$ cat config.mk
export PLATFORM = sky130hd
export DESIGN_NAME = adder_share_arb
export DESIGN_NICKNAME = d
export VERILOG_FILES = /design/src/rtl/adder_share_arb.sv
export SDC_FILE = /design/constraint.sdc
export NUM_CORES = 1
export LEC_CHECK = 0
export BUFFER_PORTS_ARGS = -buffer_cell sky130_fd_sc_hd__buf_2
export CORE_UTILIZATION = 50
export DETAILED_ROUTE_END_ITERATION = 8
export PLACE_DENSITY = 0.81
export SYNTH_ARGS = -nofsm -noshare
export SYNTH_HDL_FRONTEND = slang
export SYNTH_SLANG_ARGS = --single-unit
$ cat constraint.sdc
create_clock -name clk -period 3.85 [get_ports clk]
set_clock_uncertainty 0.1 [all_clocks]
set_input_delay 0.77 -clock clk [delete_from_list [all_inputs] [get_ports clk]]
set_output_delay 0.77 -clock clk [all_outputs]
set_load 0.05 [all_outputs]
$ cat src/rtl/adder_share_arb.sv
// Round-robin share of one external 2-bit full adder among NREQ requesters.
// Each accepted WIDTH-bit add is rippled through the adder two bits per
// cycle, LSB slice first, and returned as one tagged response.
module adder_share_arb #(
  parameter int NREQ  = 4,
  parameter int WIDTH = 8,
  localparam int IDW  = (NREQ > 1) ? $clog2(NREQ) : 1,
  localparam int S    = WIDTH / 2,
  localparam int KW   = (S > 1) ? $clog2(S) : 1
) (
  input  logic                  clk,
  input  logic                  rst_n,
  input  logic [NREQ-1:0]       req_valid,
  output logic [NREQ-1:0]       req_ready,
  input  logic [NREQ*WIDTH-1:0] req_a,
  input  logic [NREQ*WIDTH-1:0] req_b,
  input  logic [NREQ-1:0]       req_cin,
  output logic                  rsp_valid,
  input  logic                  rsp_ready,
  output logic [IDW-1:0]        rsp_id,
  output logic [WIDTH-1:0]      rsp_sum,
  output logic                  rsp_cout,
  output logic [1:0]            add_a,
  output logic [1:0]            add_b,
  output logic                  add_cin,
  input  logic [1:0]            add_sum,
  input  logic                  add_cout
);

  typedef enum logic [1:0] {IDLE, RUN, RESP} state_t;

  state_t           state_q;
  logic [IDW-1:0]   ptr_q;
  logic [IDW-1:0]   id_q;
  logic [KW-1:0]    k_q;
  logic             carry_q;
  logic [WIDTH-1:0] sum_q;
  logic             cout_q;
  logic [WIDTH-1:0] opa_q;
  logic [WIDTH-1:0] opb_q;
  logic             cin_q;

  logic             grant_vld;
  logic [IDW-1:0]   grant_idx;
  logic [IDW-1:0]   cand;
  logic [WIDTH-1:0] opa_sh;
  logic [WIDTH-1:0] opb_sh;

  // Round-robin search: first valid requester at or above ptr, wrapping.
  always_comb begin
    grant_vld = 1'b0;
    grant_idx = '0;
    cand      = '0;
    for (int j = 0; j < NREQ; j++) begin
      cand = IDW'((int'(ptr_q) + j) % NREQ);
      if (!grant_vld && req_valid[cand]) begin
        grant_vld = 1'b1;
        grant_idx = cand;
      end
    end
  end

  // Accept only in IDLE; reset forces ready low immediately.
  always_comb begin
    req_ready = '0;
    if (rst_n && state_q == IDLE && grant_vld) req_ready[grant_idx] = 1'b1;
  end

  // Drive the current slice into the shared adder; quiet outside RUN.
  always_comb begin
    opa_sh  = opa_q >> {k_q, 1'b0};
    opb_sh  = opb_q >> {k_q, 1'b0};
    add_a   = 2'b00;
    add_b   = 2'b00;
    add_cin = 1'b0;
    if (state_q == RUN) begin
      add_a   = opa_sh[1:0];
      add_b   = opb_sh[1:0];
      add_cin = (k_q == '0) ? cin_q : carry_q;
    end
  end

  // Operand capture on the accept edge; no reset needed, only read in RUN.
  always_ff @(posedge clk) begin
    if (state_q == IDLE && grant_vld) begin
      opa_q <= req_a[grant_idx*WIDTH +: WIDTH];
      opb_q <= req_b[grant_idx*WIDTH +: WIDTH];
      cin_q <= req_cin[grant_idx];
    end
  end

  // Sequencer: accept, ripple S slices, then hold the result until taken.
  always_ff @(posedge clk or negedge rst_n) begin
    if (!rst_n) begin
      state_q <= IDLE;
      ptr_q   <= '0;
      id_q    <= '0;
      k_q     <= '0;
      carry_q <= 1'b0;
      sum_q   <= '0;
      cout_q  <= 1'b0;
    end else begin
      case (state_q)
        IDLE: begin
          if (grant_vld) begin
            id_q    <= grant_idx;
            k_q     <= '0;
            state_q <= RUN;
          end
        end
        RUN: begin
          sum_q[{k_q, 1'b0} +: 2] <= add_sum;
          carry_q                 <= add_cout;
          k_q                     <= k_q + 1'b1;
          if (k_q == KW'(S - 1)) begin
            cout_q  <= add_cout;
            k_q     <= '0;
            state_q <= RESP;
          end
        end
        RESP: begin
          if (rsp_ready) begin
            ptr_q   <= (int'(id_q) == NREQ - 1) ? '0 : id_q + 1'b1;
            state_q <= IDLE;
          end
        end
        default: state_q <= IDLE;
      endcase
    end
  end

  assign rsp_valid = (state_q == RESP);
  assign rsp_sum   = sum_q;
  assign rsp_cout  = cout_q;
  assign rsp_id    = id_q;

endmodule
# Word level (Yosys, flattened, before mapping)
# Cells that the tools add are included.
# classes
add_sub_neg,6
order_cmp,6
eq_ne,7
shift,6
mux,34
n_reduce_logical,18
# op_table
operator,n
indexed part select 32 x 6 -> 8 bit,2
2-to-1 mux 2 bit,12
right shift 8 x 3 -> 2 bit,2
"< comparator 2 x 3 -> 1 bit, second input constant",5
2-to-1 mux 1 bit,12
binary-select mux 1 bit (select 2 bit),5
bitwise mux 8 bit,1
AND reduction 2 bit,4
"variable shift 2 x 5 -> 8 bit, first input constant",1
indexed part select 2 x 5 -> 8 bit,1
logical AND 1 bit,7
"adder 2 x 1 -> 2 bit, second input constant",3
case mux 2 bit (3 select lines),1
negation 3 -> 5 bit,1
"adder 2 bit, second input constant",2
"equality test 2 x 1 -> 1 bit, second input constant",2
"equality test 2 bit, second input constant",2
logical NOT 2 bit,2
2-to-1 mux 4 bit,1
"!= test 2 x 1 -> 1 bit, second input constant",2
case mux 2 bit (2 select lines),1
logical NOT 1 bit,3
AND reduction 3 bit,1
demux 1 bit (select 2 bit),1
3 further kinds,3
# totals
register_bits,35
in_bits,78
output_inout_bits,21
word_cells,87

# Logic depth before layout (Yosys ltp)
# logic_depth
ltp_word,17
ltp_mapped,7
ltp_nobuf,5

# Worst setup path before layout
# Ideal clock, no wire load.
# synth_path
kind,input-to-output
start,in req_valid[2]
end,out req_ready[1]
t_arrival_ns,3.899
required_time_ns,2.980
slack_ns,-0.919
stages,4
path_buffers,0
cell_sequence,nor4_1 -> nor3_1 -> nand2_1 -> nor3b_1
# synth_via
elab_chain_len,17
elab_cells_between_ends,29
classes_between,order compare (2); mux (19); reduce/logical (8)
# synth_lines
item,line_no,rtl
"start, declared",13,"input logic [NREQ-1:0] req_valid,"
binary-select mux 1 bit (select 2 bit),56,if (!grant_vld && req_valid[cand]) begin
2-to-1 mux 1 bit (not written as such),56,
2-to-1 mux 1 bit,56,
logical NOT 1 bit,56,
logical AND 1 bit,56,
2-to-1 mux 1 bit,56,
logical NOT 1 bit,56,
logical AND 1 bit,56,
2-to-1 mux 1 bit,56,
logical NOT 1 bit,56,
logical AND 1 bit,56,
2-to-1 mux 2 bit,56,
< comparator 2 x 3 -> 1 bit (not written as such) or >= comparator 2 x 1 -> 1 bit (tied branches),66,if (rst_n && state_q == IDLE && grant_vld) req_ready[grant_idx] = 1'b1;
logical AND 1 bit (not written as such),66,
2-to-1 mux 1 bit (not written as such),66,
demux 1 bit (select 2 bit),66,
2-to-1 mux 4 bit (*),66,
"end, declared",14,"output logic [NREQ-1:0] req_ready,"
# Mark *: on every way between the ends. The rest lies on a longest branch, timed or not. The select of a mux whose other input is x is not followed.

# Worst setup path after layout
# Same ends and word-level chain as after synthesis.

==> run_results.csv <==
group,metric,value,unit
grt,grt_usage,0.2519,
final_layout,postLayoutCellArea,0.003236,mm²
grt,grt_max_degree,53,
run_status,status,"finished clean",
clocking,numCtsBuffers,5,
placement,port_buffers,98,
clocking,cts.clk_slew.worst_paths,70,ps
worst_hold_path,hold_path.class,"input pin to asynchronous set/reset pin",
critical_path,start_kind,"input pin",
final_layout,multi_input_area,0.001519,mm²
drt,drtIter0Drc,152,
final_layout,drive_above_1_share,0.3423,
placement,dp_hpwl,4.903,mm
power,pwr-share-clk,0.107,
grt,grt_pass1_wl,10.48,mm
synthesis,avgSynthCellArea,9.213,µm²
timing,final_hold_viol_count,0,
power,p_sw_frac,0.4909,
power,power.switching,1.242,mW
synthesis,syn_area,0.002635,mm²
drt,post_drt_wl_per_cell,15.00,µm
power,power_leakage,1.424,nW
synthesis,synthDistinctLibCells,33,
final_layout,nets,453,
drt,via_per_inst,5.964,
clocking,htree_levels,2,
timing,hold_ws,314.7,ps
grt,antenna_found_initial,0,
synthesis,synthArstFlopShare,0.5143,
timing,period_needed,3115,ps
critical_path,cp.arrival,2250,ps
drt,dr.pass1.iters,4,
grt,first_global_vias,2279,
final_layout,diodes,0,
die,io_pins,99,
synthesis,synth_nets,369,
synthesis,seq_area_frac_synth,0.3647,
critical_path,r2r_slack,1550,ps
drt,vias,2630,
power,total_power,2.530,mW
placement,dp_cells,433,
final_layout,fillerInstances,455,
clocking,clkLatencyLatePin,290,ps
placement,place_area,0.003144,mm²
timing,fin_crit_sh,0.8092,
timing,maxClockFrequency,321.0,MHz
clocking,cts_resized,0,
final_layout,area_growth_syn_to_layout,22.79,%
clocking,cts_hold_buf,0,
die,die_w,74.60,µm
power,ir_worst_vdd,409.5,µV
power,combPwrFrac,0.609,
clocking,post_cts_buffers,0,
placement,dp_slack,744.7,ps
drt,routed_wl,6.615,mm
placement,gp_congestion,0.8540,
die,coreArea,0.005075,mm²
drt,drc,0,
timing,setup_slack,734.7,ps
critical_path,crit_type,"input pin to output pin",
drt,final_antenna_net_count,0,
critical_path,worst-path-max-fanout,18,
critical_path,worstPathRequired,2980,ps
timing,drv_slew,0,
die,row_count,26,
final_layout,final_cells,441,
die,initial_utilization,0.5192,
timing,finalSetupViolCount,0,
power,seq_power_share,0.285,
synthesis,yosysWarnings,0,
critical_path,cp-end-kind,"output pin",
synthesis,synth_seq_cells,35,
die,die_h,74.60,µm
run,cap_viol_max_count,0,
timing,tns,0,ps
timing,rsz0062_at_grt,"false",
clocking,cts_tree,"built",
power,p_int,1.288,mW
grt,grt.overflow.total,0,
synthesis,synthFlopType,"dfrtp_1",
timing,timing.slew.headroom,0.2415,
synthesis,synth_edf_count,17,
power,power_density,782.0,mW/mm²
synthesis,syn_inst,286,
final_layout,final_util,0.6376,
die,dieArea,0.005564,mm²
clocking,clockRootBuffer,"clkbuf_8",
timing,worst_pin_slew,1134,ps
clocking,cts_buffer_depth,2,
final_layout,area.sequential,960.9,µm²
clocking,clkSinkCount,35,
==> kinds of logic (layout without fill, tap and decap cells) <==
group | Yosys count | count (layout) | share of synthesized area
AOI/OAI and AO/OA | 67 | 67 | 0.2232
adders and majority gates | 5 | 5 | 0.02374
buffers and inverters | 34 | 119 | 0.06173
DFF | 35 | 35 | 0.3647
muxes | 8 | 8 | 0.05081
and+or+nand+nor | 137 | 137 | 0.2759
==> cells in the mapped netlist, drive strengths merged (9+ instances only) <==
| cell | n | area share |
|---|---|---|
| buf | 13 | 0.032 |
| edfxtp | 17 | 0.19 |
| a221oi | 17 | 0.057 |
| nor3b | 19 | 0.054 |
| nor4 | 18 | 0.043 |
| nand2 | 41 | 0.058 |
| o31ai | 9 | 0.026 |
| a32oi | 17 | 0.057 |
| clkbuf | 18 | 0.026 |
| a21bo | 17 | 0.065 |
| nand3 | 34 | 0.065 |
| dfrtp | 18 | 0.17 |
==> worst max-delay path, cell delays in order <==
cell and delay [ps]:
buf_2 110, nor2b_1 140, buf_4 200, a211o_1 360, and2_1 190, nor3b_1 190
buf_2 290
==> final cells by class <==
type                            count  share of cell area
Clock buffer                        7             0.02668
Clock inverter                      1            0.001547
Inverter                            3            0.003480
Multi-Input combinational cell    217              0.4695
Sequential cell                    35              0.2970
Tap cell                           70             0.02707
Timing Repair Buffer              108              0.1748
==> sequential cells by signal, indices dropped and copies added (netlist names) <==
signal,cells
state_q,2
rsp_sum,8
cin_q,1
opb_q,8
rsp_cout,1
k_q,2
rsp_id,2
opa_q,8
ptr_q,2
carry_q,1
==> layer usage <==
layer / vias up / GRT usage / share of wire
met3: 12 / 0.06233 / 0.074
met2: 115 / 0.3944 / 0.47
met5: - / 0 / 0
met1: 1219 / 0.3348 / 0.43
li1: 1284 / - / -
met4: 0 / 0.1027 / 0.022
==> cell usage in the layout, fill, tap and decap left out, types with 6 or more instances in the layout <==
cell	n
buf_2	98
nand2_1	41
nand3_1	34
nor3b_1	19
nor4_1	18
dfrtp_1	18
a221oi_1	17
a32oi_1	17
edfxtp_1	17
a21bo_1	14
buf_4	10
o31ai_1	9
clkbuf_8	6
==> final timing paths <==
kind | cells after the start | end | startpoint
min | 1 | rsp_cout | rst_n
min in group clk | 2 | rsp_sum[1] | rsp_sum[1]
min reg2reg | 2 | rsp_sum[1] | rsp_sum[1]
max in group asynchronous | 1 | ptr_q[1] | rst_n
max | 7 | req_ready[1] | req_valid[2]
max reg2reg | 5 | opa_q[7] | ptr_q[1]
==> power groups by stage <==
| stage | clock [mW] | combinational, mW | sequential, mW |
|---|---|---|---|
| global route | 0.289 | 1.69 | 0.743 |
| finish | 0.270 | 1.54 | 0.720 |
| floorplan | 0 | 1.06 | 0.860 |
| global placement | 0 | 1.51 | 0.719 |
| CTS | 0.278 | 1.54 | 0.723 |
| detailed placement | 0 | 1.54 | 0.730 |
(Power assumes the default switching activity.)
